<file path="src/rtl/regbank_mp.sv">
// Register bank with NREG GPRs (PC included), CPSR, NRD handshaked read ports and a pending-write scoreboard.
// Reads of free registers respond 1 cycle after sampling; reads of locked registers stall until writeback.
module regbank_mp #(
    parameter int DATA_W = 32,
    parameter int ADDR_W = 4,
    parameter int NRD    = 2,
    parameter int PC_IDX = 15,
    parameter int BYPASS = 1
) (
    input  logic                     clk,
    input  logic                     rst,
    input  logic [NRD-1:0]           rd_req,
    input  logic [NRD*ADDR_W-1:0]    rd_addr,
    output logic [NRD-1:0]           rd_valid,
    output logic [NRD*DATA_W-1:0]    rd_data,
    input  logic                     wr_en,
    input  logic [ADDR_W-1:0]        wr_addr,
    input  logic [DATA_W-1:0]        wr_data,
    input  logic                     lock_en,
    input  logic [ADDR_W-1:0]        lock_addr,
    input  logic                     pc_we,
    input  logic [DATA_W-1:0]        pc_in,
    output logic [DATA_W-1:0]        pc_out,
    input  logic                     cpsr_we,
    input  logic [DATA_W-1:0]        cpsr_in,
    output logic [DATA_W-1:0]        cpsr_out,
    output logic [(2**ADDR_W)-1:0]   busy
);

    localparam int NREG = 2**ADDR_W;
    localparam logic [ADDR_W-1:0] PC_A = ADDR_W'(PC_IDX);

    localparam logic [1:0] S_IDLE = 2'd0;
    localparam logic [1:0] S_WAIT = 2'd1;
    localparam logic [1:0] S_RESP = 2'd2;

    logic [DATA_W-1:0] mem [NREG];
    logic [NREG-1:0]   busy_q;
    logic [NREG-1:0]   busy_next;
    logic [DATA_W-1:0] cpsr_q;
    logic [1:0]        st [NRD];
    logic [DATA_W-1:0] data_q [NRD];

    logic [ADDR_W-1:0] addr [NRD];
    logic [NRD-1:0]    hit;
    logic [DATA_W-1:0] fwd [NRD];

    // hit marks a same-cycle writeback that may be forwarded to port i
    always_comb begin
        for (int i = 0; i < NRD; i++) begin
            addr[i] = rd_addr[i*ADDR_W +: ADDR_W];
            hit[i]  = (BYPASS != 0) && wr_en && (wr_addr == addr[i]);
            fwd[i]  = hit[i] ? wr_data : mem[addr[i]];
        end
    end

    // Lock is applied after the clear so that a same-cycle lock wins
    always_comb begin
        busy_next = busy_q;
        if (wr_en)
            busy_next[wr_addr] = 1'b0;
        if (lock_en)
            busy_next[lock_addr] = 1'b1;
    end

    always_ff @(posedge clk) begin
        if (rst) begin
            for (int r = 0; r < NREG; r++)
                mem[r] <= '0;
            busy_q <= '0;
            cpsr_q <= '0;
            for (int i = 0; i < NRD; i++) begin
                st[i]     <= S_IDLE;
                data_q[i] <= '0;
            end
        end else begin
            if (pc_we && !(wr_en && (wr_addr == PC_A)))
                mem[PC_A] <= pc_in;
            if (wr_en)
                mem[wr_addr] <= wr_data;
            busy_q <= busy_next;
            if (cpsr_we)
                cpsr_q <= cpsr_in;

            for (int i = 0; i < NRD; i++) begin
                case (st[i])
                    S_IDLE: begin
                        if (rd_req[i]) begin
                            if (!busy_q[addr[i]]) begin
                                st[i]     <= S_RESP;
                                data_q[i] <= fwd[i];
                            end else begin
                                st[i] <= S_WAIT;
                            end
                        end
                    end
                    S_WAIT: begin
                        if (hit[i] || !busy_q[addr[i]]) begin
                            st[i]     <= S_RESP;
                            data_q[i] <= fwd[i];
                        end
                    end
                    S_RESP:  st[i] <= S_IDLE;
                    default: st[i] <= S_IDLE;
                endcase
            end
        end
    end

    always_comb begin
        rd_valid = '0;
        rd_data  = '0;
        for (int i = 0; i < NRD; i++) begin
            rd_valid[i]                 = (st[i] == S_RESP);
            rd_data[i*DATA_W +: DATA_W] = data_q[i];
        end
    end

    assign pc_out   = mem[PC_A];
    assign cpsr_out = cpsr_q;
    assign busy     = busy_q;

endmodule
</file>
<file path="config.mk">
export PLATFORM = sky130hd
export DESIGN_NAME = regbank_mp
export DESIGN_NICKNAME = d
export VERILOG_FILES = /design/src/rtl/regbank_mp.sv
export SDC_FILE = /design/constraint.sdc
export NUM_CORES = 1
export LEC_CHECK = 0
export CAP_MARGIN = 40
export CELL_PAD_IN_SITES_DETAIL_PLACEMENT = 1
export CELL_PAD_IN_SITES_GLOBAL_PLACEMENT = 2
export CORE_MARGIN = 10
export CORE_UTILIZATION = 24
export DETAILED_ROUTE_END_ITERATION = 10
export GPL_TIMING_DRIVEN = 0
export PLACE_DENSITY_LB_ADDON = 0.1
export SLEW_MARGIN = 0
export SYNTH_ARGS = -nofsm -noshare
export SYNTH_HDL_FRONTEND = slang
export SYNTH_SLANG_ARGS = --single-unit
</file>
<file path="constraint.sdc">
create_clock -name clk -period 10.9 [get_ports clk]
set_clock_uncertainty 0.1 [all_clocks]
set_input_delay 1.635 -clock clk [delete_from_list [all_inputs] [get_ports clk]]
set_output_delay 1.635 -clock clk [all_outputs]
set_load 0.01 [all_outputs]
</file>
After elaboration in Yosys (flattened, before gate mapping). Memories as Yosys holds them, arrays and structs flattened. Cells that the tools add are included.

Magnitude comparators: 6. Eq/ne operators: 7. Multiplexer cells: 78. Bitwise logic cells: 18. Reductions and logical operators: 16.

Operators by type and width (number): 2-to-1 mux 32 bit (8); 2-to-1 mux 1 bit (53); 2-to-1 mux 16 bit (2); OR reduction 32 bit (1); < comparator 4 x 5 -> 1 bit (second input constant) (4); 2-to-1 mux 2 bit (10); AND 16 bit (1); inverter 16 bit (1); OR 16 bit (1); OR 1 bit (15); binary-select mux 1 bit (select 4 bit) (2); demux 1 bit (select 4 bit) (2); equality test 4 bit (2); greater-or-equal comparator 4 x 1 -> 1 bit (second input constant) (2); logical AND 1 bit (6); OR reduction 3 bit (2); equality test 2 x 1 -> 1 bit (second input constant) (2); equality test 2 bit (second input constant) (2); equality test 4 bit (second input constant) (1); zero test 2 bit (2); 2-to-1 mux 4 bit (1); zero test 1 bit (3); logical OR 1 bit (2).

Register bits after elaboration: 48. Bits in writable memories: 580. Output and inout bits: 146. Word-level logic and storage cells: 130. Memories kept: 3.

Memories: mem (depth 16, bits a word 32, read ports 3, clocked after memory_dff 0, wr ports 16, RTL line 37) `logic [DATA_W-1:0] mem [NREG];`; data_q (depth 2, bits a word 32, read ports 2, clocked after memory_dff 0, wr ports 2, RTL line 42) `logic [DATA_W-1:0] data_q [NRD];`; st (depth 2, bits a word 2, read ports 2, clocked after memory_dff 0, wr ports 2, RTL line 41) `logic [1:0] st [NRD];`.

Longest topological paths before layout.
Depth after elaboration: 12. Mapped depth: 9. Mapped depth without buffers: 5.

Worst setup path before layout. OpenSTA, ideal clock, no wires.

Path type: in2reg. Start point: input port rd_addr[4]. End point: memory data_q[1][0] (enable). Setup time: 0.466 ns. Data arrival time: 5.051 ns. Setup slack: 5.284 ns. Cell stages on the path: 6. Path buffers: 1. Path through: buf_6 > mux4_2 > a22oi_1 > and3_1 > a22oi_1 > o21ai_0.

RTL lines: start, declared (RTL line 13) `input logic [NRD*ADDR_W-1:0] rd_addr,`; end, declared (RTL line 42).

==> results.ini <==
[floorplan]
io_pins=266
die_w_um=387
core_area_um2=134000
dieArea_um2=150000
rows=134
initial_core_util_pct=24.2
die_height_um=387

[setup_path]
rrSetupSlack_ps=7960
setup.worst_path.end_class=flop
worstPathArrival_ps=4640
cp-start-kind=primary input
worstPathMaxFanout=13
slowest_delay_ps=530
regToRegStartpoint=busy[9]
reg2reg_to=data_q[1][21]
reg2regPathDepth=7
path_class=primary input to flop
crit_path_top_delay_cell=clkdlybuf4s50_1
startpoint=wr_addr[3]
cp.required_ps=11150
crit_chain=clkdlybuf4s50_1 -> clkbuf_1 -> xnor2_1 -> nand3_1 -> nor3_2 -> buf_6 -> a22oi_1 -> o21ai_4 -> buf_16 -> buf_12

[timing]
slew_headroom_pct=40.5
rsz0062_at_grt=no
slew_viol_final=0
setup_viol=0
tns_ps=0
tightest_slew_ps=893
finalCritPeriodShare_pct=40.3
fmax_ghz=0.228
layout_min_cycle_time_ps=4390
hold_violations=0

[yosys]
synth_top_area_share_pct=53.9
synth_warnings=0
synth.distinct_cells=47
synth_seq_cells=628
ys_seq_area_share_pct=56.8
synth_area_per_cell_um2=15.7
synth_area_um2=32300
syn-num-nets=2181
synth_area_leaders=edfxtp_1, mux4_2, and2_1
synth_top_area_cell=edfxtp_1
synthCells=2061

[cts]
clk_latency_ps=670
cts_setup_buffers=0
htree_levels=3
clock-sinks=628
path_clk_slew_ps=60
cts_tree=built
cts_buffers=82
post_cts_resized=0
root_buffer=clkbuf_16
cts_hold_buf=0
cts_buffer_depth=3

[final_layout]
nets=2597
seq_area_um2=18400
areaGrowthSynthToFinish_pct=26.6
fin_cells=4311
multi_input_area_um2=13100
nFillCells=14000
drive_above_1_share_pct=24.7

[power]
power_density_nw_per_um2=163
vdd_drop_max_uv=92.5
total_leakage_power_nw=13.8

[place]
io_buffers=253
place_inst=4161
place_congestion=0.768
post-dp-hpwl_um=104000

[global_route]
gr-total-overflow=0
track_usage_pct=18.4
grt_pass1_wl_um=194000
grt_max_degree=34
grt_pass1_vias=22900
antenna_found_initial=16

[worst_hold_path]
whs_path_depth=2
whs_endpoint=cpsr_out[25]
hp-start=cpsr_out[25]
hold_path.class=flop to flop

[drt]
ant_nets=0
drtIter0Drc=1549
drc=0
wl_um=140000
vias=21000
viasPerCell=4.88
firstDrtPassIters=5
wl_per_cell_um=32.6

[outcome]
status=completed

[job]
cap_violations=0

cell usage after synthesis (all sizes together):
| cell | number |
|---|---|
| o2111ai | 2 |
| o31ai | 2 |
| xor2 | 1 |
| and3 | 2 |
| a2111oi | 1 |
| nor4 | 2 |
| nor2 | 61 |
| nor3 | 11 |
| nand2b | 6 |
| mux2i | 66 |
| edfxtp | 580 |
| and3b | 1 |
| o32ai | 1 |
| a222oi | 1 |
| a32o | 9 |
| nor2b | 7 |
| o22ai | 2 |
| a22oi | 3 |
| and4b | 1 |
| nor3b | 3 |
| a31oi | 2 |
| a22o | 32 |
| a2111o | 1 |
| mux4 | 326 |
| or2 | 2 |
| nand2 | 102 |
| xnor2 | 7 |
| and2 | 482 |
| mux2 | 1 |
| inv | 12 |
| clkbuf | 113 |
| dfxtp | 48 |
| a21oi | 65 |
| buf | 82 |
| o211ai | 1 |
| nand3 | 13 |
| o21ai | 7 |
| nand3b | 2 |
| clkinv | 1 |
critical path: cells and delay by family:
family,cells,cell delay [ps]
simple gates,2,590
xor+xnor,1,170
buf+inv,5,1530
compound gates,2,630
cell type report:
class	instances	share of cell area [%]
buffer	195	2.27
antenna	1	0.00611
timing repair buffer	332	9.06
multi-input combinational	1225	32.0
inverter	13	0.119
tap	1768	5.41
clock inverter	53	1.02
sequential	628	44.9
clock buffer	96	5.22
placed cells by master, fill, tap and decap left out, types with 7 or more instances in the layout:
| cell | count |
|---|---|
| a21oi_1 | 45 |
| mux2i_1 | 66 |
| clkinv_1 | 24 |
| edfxtp_1 | 580 |
| nand2_2 | 7 |
| clkbuf_1 | 118 |
| clkbuf_2 | 7 |
| a22o_1 | 32 |
| and2_1 | 482 |
| buf_8 | 28 |
| nor3_1 | 8 |
| xnor2_1 | 7 |
| nand2_4 | 8 |
| a32o_1 | 9 |
| clkbuf_16 | 83 |
| buf_2 | 31 |
| mux4_2 | 324 |
| buf_6 | 43 |
| buf_4 | 13 |
| inv_1 | 11 |
| nor2b_1 | 7 |
| clkinv_2 | 13 |
| nand2_1 | 87 |
| buf_12 | 15 |
| buf_1 | 27 |
| a21oi_2 | 20 |
| nand3_1 | 13 |
| nor2_1 | 60 |
| dfxtp_1 | 48 |
| clkdlybuf4s50_1 | 253 |
where the power goes:
part           internal [mW]  switching (mW)  total [mW]
Clock                   1.52            1.13        2.65
Sequential              2.84          0.0951        2.93
Combinational          0.503           0.576        1.08
logic make-up after synthesis:
logic type	after synthesis	synth area share (%)
DFF	628	56.8
buffers and inverters	208	2.99
muxes	393	24.8
and+or+nand+nor	695	12.2
AOI/OAI and AO/OA	129	2.96
xor gates and xnor gates	8	0.217
metrics by stage:
step | util (%) | worst slack, ps | area (um2) | hold WS [ps] | power (mW)
6_report | 30.6 | 6510 | 40900 | 400 | 6.66
5_1_grt | 30.6 | 6390 | 40900 | 430 | 6.92
4_1_cts | 30.6 | 6520 | 40900 | 405 | 6.77
3_5_place_dp | 28.7 | 5810 | 38400 | 391 | 4.09
3_3_place_gp | 27.8 | 115 | 37100 | 378 | 4.03
2_1_floorplan | - | 5280 | 32300 | 392 | 3.48
worst max path at each step:
stage                               end  cells after the start
after floorplan            data_q[1][0]                      6
after global placement    data_q[1][22]                      7
after detailed placement  data_q[1][21]                     10
after CTS                 data_q[1][21]                     10
after global routing      data_q[1][20]                     10
final                     data_q[1][21]                     10
sequential cells by signal (all words and copies together), names as in the netlist:
signal	flops
mem	512
data_q	64
cpsr_out	32
busy	16
st	4
per-layer routing:
layer  vias to the layer above  global-route usage, %  wire [um]  share of wire [%]
met4                         2                   4.02       2920                2.1
met2                       647                   30.7      67800                 48
met1                     11400                   24.7      62600                 45
met3                       159                   3.21       7070                5.0
met5                         -                      0         13             0.0093
li1                       8834                      -          -                  -
(Power assumes the default switching activity.)
